**config.mk**
```make
export PLATFORM = sky130hd
export DESIGN_NAME = pc_sequencer
export DESIGN_NICKNAME = d
export VERILOG_FILES = /design/src/rtl/pc_sequencer_pkg.sv /design/src/rtl/next_pc_calc.sv /design/src/rtl/pc_sequencer.sv
export SDC_FILE = /design/constraint.sdc
export NUM_CORES = 1
export LEC_CHECK = 0
export CORE_AREA = 2 2 145 111
export CTS_BUF_LIST = sky130_fd_sc_hd__clkbuf_8
export DETAILED_ROUTE_END_ITERATION = 8
export DIE_AREA = 0 0 147 113
export MAX_ROUTING_LAYER = met4
export PLACE_DENSITY = 0.79
export SLEW_MARGIN = 40
export SYNTH_ARGS = -nofsm -noshare
export SYNTH_HDL_FRONTEND = slang
export SYNTH_SLANG_ARGS = --single-unit
```
**constraint.sdc**
```tcl
create_clock -name clk -period 4.4 [get_ports clk]
set_input_delay 0.88 -clock clk [delete_from_list [all_inputs] [get_ports clk]]
set_output_delay 0.88 -clock clk [all_outputs]
set_load 0.01 [all_outputs]
```
**src/rtl/pc_sequencer_pkg.sv**
```systemverilog
// Shared codes for the PC sequencer: next-PC source selects,
// FSM state encodings and the default datapath width.
package pc_sequencer_pkg;

  localparam int XLEN = 32;

  typedef enum logic [1:0] {
    PC_SEQ    = 2'd0,
    PC_BRANCH = 2'd1,
    PC_JAL    = 2'd2,
    PC_JALR   = 2'd3
  } pc_src_e;

  typedef enum logic [2:0] {
    ST_IDLE  = 3'd0,
    ST_FETCH = 3'd1,
    ST_EXEC  = 3'd2,
    ST_FLUSH = 3'd3,
    ST_TRAP  = 3'd4
  } state_e;

endpackage

```
**src/rtl/next_pc_calc.sv**
```systemverilog
// Combinational redirect resolution: target address, whether the
// redirect is taken, and whether the target is word-misaligned.
module next_pc_calc #(
  parameter int XLEN = 32
) (
  input  logic [XLEN-1:0] i_pc,
  input  logic [1:0]      i_pc_src,
  input  logic            i_branch,
  input  logic [XLEN-1:0] i_imm,
  input  logic [XLEN-1:0] i_rs1,
  output logic [XLEN-1:0] o_target,
  output logic            o_taken,
  output logic            o_misaligned
);
  import pc_sequencer_pkg::*;

  pc_src_e         w_src;
  logic [XLEN-1:0] w_pc_rel;
  logic [XLEN-1:0] w_reg_rel;

  assign w_src     = pc_src_e'(i_pc_src);
  assign w_pc_rel  = i_pc + i_imm;
  assign w_reg_rel = i_rs1 + i_imm;

  always_comb begin
    o_taken  = 1'b0;
    o_target = w_pc_rel;
    unique case (w_src)
      PC_SEQ:    o_taken = 1'b0;
      PC_BRANCH: o_taken = i_branch;
      PC_JAL:    o_taken = 1'b1;
      PC_JALR: begin
        o_taken  = 1'b1;
        o_target = {w_reg_rel[XLEN-1:1], 1'b0};
      end
      default:   o_taken = 1'b0;
    endcase
  end

  assign o_misaligned = o_taken & (o_target[1:0] != 2'b00);

endmodule

```
**src/rtl/pc_sequencer.sv**
```systemverilog
// PC register and fetch/execute sequencing FSM with post-redirect
// flush window and a sticky misaligned-target trap.
module pc_sequencer #(
  parameter int              XLEN         = 32,
  parameter logic [XLEN-1:0] RESET_VECTOR = '0,
  parameter int              FLUSH_CYCLES = 2
) (
  input  logic            clk,
  input  logic            reset,
  output logic            imem_req,
  input  logic            imem_ack,
  output logic            instr_valid,
  input  logic            stall,
  input  logic [1:0]      pc_src,
  input  logic            branch,
  input  logic [XLEN-1:0] imm,
  input  logic [XLEN-1:0] rs1,
  output logic [XLEN-1:0] pc,
  output logic [XLEN-1:0] pc_plus4,
  output logic            flush,
  output logic            trap,
  output logic [XLEN-1:0] trap_addr
);
  import pc_sequencer_pkg::*;

  // Counter holds remaining flush cycles minus one.
  localparam logic [3:0] FLUSH_LOAD =
    (FLUSH_CYCLES > 0) ? 4'(FLUSH_CYCLES - 1) : 4'd0;

  state_e          r_state;
  state_e          w_state_nx;
  logic [XLEN-1:0] r_pc;
  logic [XLEN-1:0] w_pc_nx;
  logic [XLEN-1:0] r_trap_addr;
  logic [XLEN-1:0] w_trap_addr_nx;
  logic [3:0]      r_cnt;
  logic [3:0]      w_cnt_nx;
  logic [XLEN-1:0] w_target;
  logic            w_taken;
  logic            w_misaligned;
  logic [XLEN-1:0] w_pc_plus4;

  assign w_pc_plus4 = r_pc + XLEN'(4);

  next_pc_calc #(.XLEN(XLEN)) u_calc (
    .i_pc         (r_pc),
    .i_pc_src     (pc_src),
    .i_branch     (branch),
    .i_imm        (imm),
    .i_rs1        (rs1),
    .o_target     (w_target),
    .o_taken      (w_taken),
    .o_misaligned (w_misaligned)
  );

  always_ff @(posedge clk or posedge reset) begin
    if (reset) begin
      r_state     <= ST_IDLE;
      r_pc        <= RESET_VECTOR;
      r_trap_addr <= '0;
      r_cnt       <= 4'd0;
    end else begin
      r_state     <= w_state_nx;
      r_pc        <= w_pc_nx;
      r_trap_addr <= w_trap_addr_nx;
      r_cnt       <= w_cnt_nx;
    end
  end

  always_comb begin
    w_state_nx     = r_state;
    w_pc_nx        = r_pc;
    w_trap_addr_nx = r_trap_addr;
    w_cnt_nx       = r_cnt;
    unique case (r_state)
      ST_IDLE:  w_state_nx = ST_FETCH;
      ST_FETCH: if (imem_ack) w_state_nx = ST_EXEC;
      ST_EXEC: begin
        if (!stall) begin
          if (!w_taken) begin
            w_pc_nx    = w_pc_plus4;
            w_state_nx = ST_FETCH;
          end else if (w_misaligned) begin
            w_trap_addr_nx = w_target;
            w_state_nx     = ST_TRAP;
          end else begin
            w_pc_nx = w_target;
            if (FLUSH_CYCLES > 0) begin
              w_state_nx = ST_FLUSH;
              w_cnt_nx   = FLUSH_LOAD;
            end else begin
              w_state_nx = ST_FETCH;
            end
          end
        end
      end
      ST_FLUSH: begin
        if (r_cnt == 4'd0) w_state_nx = ST_FETCH;
        else               w_cnt_nx   = r_cnt - 4'd1;
      end
      ST_TRAP:  w_state_nx = ST_TRAP;
      default:  w_state_nx = ST_IDLE;
    endcase
  end

  assign imem_req    = (r_state == ST_FETCH);
  assign instr_valid = (r_state == ST_EXEC);
  assign flush       = (r_state == ST_FLUSH);
  assign trap        = (r_state == ST_TRAP);
  assign trap_addr   = r_trap_addr;
  assign pc          = r_pc;
  assign pc_plus4    = w_pc_plus4;

endmodule

```
# After elaboration in Yosys (flattened, before gate mapping)
# Index checks and enable logic that the tools add are counted.
[word_totals]
reg_bits = 71
inputBits = 71
output_inout_bits = 100
wordCells = 49
[classes]
add_sub_neg = 4
eq_ne = 14
mux = 15
bitwise_logic = 2
n_reduce_logical = 10
[op_table]
columns = ["operator", "n"]
rows = [
  ["$mux 32", 3],
  ["$add 32x32->32", 2],
  ["$add 32x3->32 const B", 1],
  ["$mux 4", 4],
  ["$mux 3", 5],
  ["$pmux 3 s5", 1],
  ["$ne 2x2->1 const B", 4],
  ["$pmux 4 s2", 1],
  ["$eq 3x2->1 const B", 2],
  ["$ne 2x1->1 const B", 3],
  ["$reduce_and 3->1", 2],
  ["$reduce_and 5->1", 1],
  ["$eq 2x2->1 const B", 2],
  ["$logic_not 4->1", 1],
  ["$reduce_and 4->1", 1],
  ["$reduce_bool 2->1", 2],
  ["$sub 4x1->4 const B", 1],
  ["$eq 3x1->1 const B", 1],
  ["$eq 3x3->1 const B", 1],
  ["$logic_not 3->1", 1],
  ["$pmux 1 s3", 1],
  ["$eq 2x1->1 const B", 1],
  ["$logic_not 2->1", 1],
  ["$reduce_or 2->1", 1],
  ["2 further kinds", 2],
]

# Logic depth before layout (Yosys ltp)
[depth]
ltp_word = 8
mapped_depth = 11
depth_no_buf = 11

# Cells and area by module
# Synthesis repeated with hierarchy kept, for this count alone.
[unflattened]
cells_unflattened = 899
area_unflattened_um2 = 7457.2
[modules_own_cells]
columns = ["module", "instances", "cells_each", "area_each_um2", "seq_area_each_um2"]
rows = [
  ["pc_sequencer", 1, 401, 4016.4, 1776.7],
  ["next_pc_calc", 1, 498, 3440.8, 0.0],
]

# Least setup slack after synthesis
# No wires, ideal clock.
[synth_path]
path_kind = "input to register"
from = "input port imm[0]"
to = "register r_pc[26], in the netlist pc[26]"
setup_ns = 0.087
t_arrival_ns = 3.181
required_time_ns = 4.313
slack_ns = 1.131
cell_stages = 11
n_path_buf = 0
path_cell_list = "ha_1 fa_1 a211oi_1 o21a_2 o21ai_1 a221o_1 a21oi_4 mux2i_1 nor4_2 o21ai_1 a22oi_1"
[synth_between]
elab_chain_len = 6
word_cells_on_any_way = 9
cone_classes = "2 x add/sub; 1 x eq/ne; 3 x mux; 1 x bitwise; 2 x reduce/logical"
[synth_rtl]
columns = ["element", "line", "rtl"]
rows = [
  ["from (decl)", "pc_sequencer.sv:16", "input logic [XLEN-1:0] imm,"],
  ["$add 32x32->32 (on tied branches)", "next_pc_calc.sv:22, next_pc_calc.sv:23", ""],
  ["$mux 32 (*)", "next_pc_calc.sv:28", "unique case (w_src)"],
  ["$reduce_bool 2->1", "next_pc_calc.sv:40", "assign o_misaligned = o_taken & (o_target[1:0] != 2'b00);"],
  ["$and 1x1->1", "next_pc_calc.sv:40", ""],
  ["$ne 2x2->1 (no source line)", "-", ""],
  ["$reduce_and 3->1 (no source line)", "-", ""],
  ["to (signal assigned)", "pc_sequencer.sv:64", "r_pc <= w_pc_nx;"],
  ["to (decl)", "pc_sequencer.sv:32", "logic [XLEN-1:0] r_pc;"],
]
# Mark *: on every way between the ends. The rest lies on a longest branch, timed or not. The select of a mux whose other input is x is not followed.
# A chain may end at the register's enable or synchronous reset.

# Worst setup path after layout
[layout_path]
from = "register r_pc[2], in the netlist pc[2]"
to = "output port pc_plus4[16]"
[layout_between]
elab_chain_len = 1
[layout_rtl]
columns = ["element", "line", "rtl"]
rows = [
  ["$add 32x3->32", "pc_sequencer.sv:43", "assign w_pc_plus4 = r_pc + XLEN'(4);"],
  ["to (decl)", "pc_sequencer.sv:19", "output logic [XLEN-1:0] pc_plus4,"],
]
# Every way passes these cells.

==> impl_results.md <==
- Status: finished clean
- H-tree depth: 3
- Req. time, crit path: 3.52 ns
- Distinct cells, synth: 79
- Setup ws final: 0.203 ns
- Leak: 4.19 nW
- Area taken by multi-input logic gates: 5400 um^2
- Vias: 7,949
- CTS sink count: 71
- Antenna diodes: 0
- Sequential element share of the synthesized area: 23.8%
- Synth top area share: 23.8%
- Hold Slack: 0.481 ns
- Reg2Reg Setup Slack: 1.24 ns
- Worst skew pair latency: 0.36 ns
- Final hold violations: 0
- Slew @ Worst Pin: 0.719 ns
- Core ar.: 15,100 um^2
- Port bufs: 170
- Die width: 147 um
- Dpl cells: 1,311
- DP HPWL: 19,500 um
- FP Rows: 39
- P per Cell Area: 619 nW/um^2
- Setup Skew: 0.00849 ns
- MaxCap Viol Count: 0
- Largest net degree at the start of global routing: 53
- Non-Filler Instances: 1,327
- Synth Instances: 968
- Crit. End Element: output port
- Most numerous cell in the Yosys netlist: nand2_1
- R2R depth: 11
- Tot Pwr: 5.93 mW
- Setup WS pre-CTS: 0.213 ns
- DIE AREA: 16,600 um^2
- Pre-antenna DRT Iters: 5
- Leading area contributor after synthesis: dfrtp_1
- Initial antenna violation count: 0
- Gpl congestion: 0.999
- Top-Level Pins: 171
- Fmax: 238 MHz
- GR Overflow Total: 0
- Tmin final: 4.20 ns
- Startpoint types: register
- FF/Latch Area: 1780 um^2
- Final setup TNS: 0 ns
- Synth Area per Inst: 7.70 um^2
- Critical path class: reg2out
- Number of synthesized register bits: 71
- DRT iter0 DRCs: 907
- Net count after synthesis: 1,105
- CTS tree: yes
- Max transition margin: 52.1%
- Tot GR Track Use: 30.3%
- Synth async-reset ratio: 100%
- CTS buffer count: 9
- Net count, final: 1,254
- VDD IR max: 203 uV
- CP Data Arrival Time: 3.32 ns
- Top fanout value on the critical path: 8
- Worst-path clk slew: 0.08 ns
- First-pass GRT wire length: 38,700 um
- Detailed Route WL: 24,500 um
- DR DRC count: 0
- Reg-to-reg endpoint: pc[26]
- Dpl cell area: 9360 um^2
- Commonest register cell after synthesis: dfrtp_1
- Reg2reg start: pc[0]
- Core Util, Final: 63.4%
- Clock Tree Buf Depth: 2
- Design area: 9590 um^2
- Area delta synth->final: 28.6%
- Fraction of layout cells with a size suffix above 1: 6.51%
- Fillcell total: 1,368
- Post-CTS Setup Bufs: 0
- Setup crit start: pc[2]
- Routed vias/inst: 5.99
- Yosys warns: 0
- Die height: 113 um
- Post-Syn Area: 7460 um^2
- Post-DRT Antenna Nets: 0
- Tightest Hold Check Type: reg2reg
- Top cells by area, synth: dfrtp_1 24%, ha_1 11%, nand2_1 7.0%
- Final period utilization: 95.4%
- Synth cell count leaders: 139 x nand2_1, 96 x a21oi_1, 79 x o21ai_0
- RSZ-0062 raised after global routing: false
- CTS root buf: clkbuf_8
- Post-synth EDFFs: 0
- Wire per inst: 18.4 um
- Worst setup endpoint: pc_plus4[16]
- Initial Utilization: 49.3%
- Max Slew Vio Count: 0
- Vias in the first global route: 7,180
- Setup violators final: 0
==> sequential cells by signal (all words and copies together), names as in the netlist <==
signal / flops
pc: 32
trap_addr: 32
r_state: 3
r_cnt: 4
==> how the worst min path moves through the flow <==
stage               slack, ns           from  cells past startpoint            end
floorplan                0.45       r_cnt[3]                      1       r_cnt[3]
global placement         0.46  trap_addr[17]                      2  trap_addr[17]
detailed placement       0.46   trap_addr[4]                      2   trap_addr[4]
CTS                      0.48   trap_addr[4]                      2   trap_addr[4]
global route             0.50   trap_addr[4]                      2   trap_addr[4]
finish                   0.48   trap_addr[4]                      2   trap_addr[4]
==> kinds of logic (layout without fill, tap and decap cells) <==
family          Yosys count  in the layout  share of synthesized area, %
xor+xnor                 81             81                          9.61
buf+inv                  74            228                          4.01
fa+ha+maj                66             66                          11.3
compound gates          323            323                          27.3
flops                    71             71                          23.8
simple gates            342            342                          22.4
mux                      11             11                          1.53
==> layer usage <==
| metal | vias to the layer above | track usage, % | share of wire (%) |
|---|---|---|---|
| li1 | 3820 | - | - |
| met1 | 3631 | 46.4 | 47 |
| met2 | 458 | 40.2 | 39 |
| met3 | 40 | 6.57 | 12 |
| met4 | 0 | 6.67 | 2.0 |
| met5 | - | - | 0 |
==> worst max-delay path, stage by stage (launching register included) <==
cell and delay, ns:
dfrtp_2 0.48, ha_1 0.28, nand3_1 0.22, nor2_2 0.26
nand2_1 0.15, nor2_2 0.23, nand3_1 0.25, nor2_1 0.24
xor2_1 0.26, clkdlybuf4s50_1 0.59
==> cell type report <==
class / count / share of cell area [%]
clock buffer: 9 / 1.29
multi-input combinational: 823 / 56.2
sequential: 71 / 18.5
tap: 205 / 2.67
timing repair buffer: 191 / 19.4
clock inverter: 7 / 1.02
inverter: 21 / 0.848
==> report_power, final <==
part | switching (mW) | leakage [nW] | internal [mW] | total [mW]
combinational | 2.11 | 3.20 | 1.86 | 3.97
sequential | 0.433 | 0.876 | 0.950 | 1.38
clock | 0.264 | 0.105 | 0.320 | 0.583
total | 2.80 | 4.19 | 3.13 | 5.93
==> what timing repair did <==
item,in CTS,in global routing
hold buffers,0,0
setup endpoints to repair,0,3
resized for setup,0,4
==> placed cells by master (no fill, tap or decap), drive strengths merged, types with 21 or more instances in the layout <==
master,synthesis,final
clkdlybuf4s50,0,170
nand2,139,139
a21oi,97,97
o21ai,87,87
nor2,73,73
dfrtp,71,71
ha,64,64
xnor2,46,46
a21o,37,37
nand3,37,37
xor2,35,35
buf,9,21
inv,21,21
(Power assumes the default switching activity.)
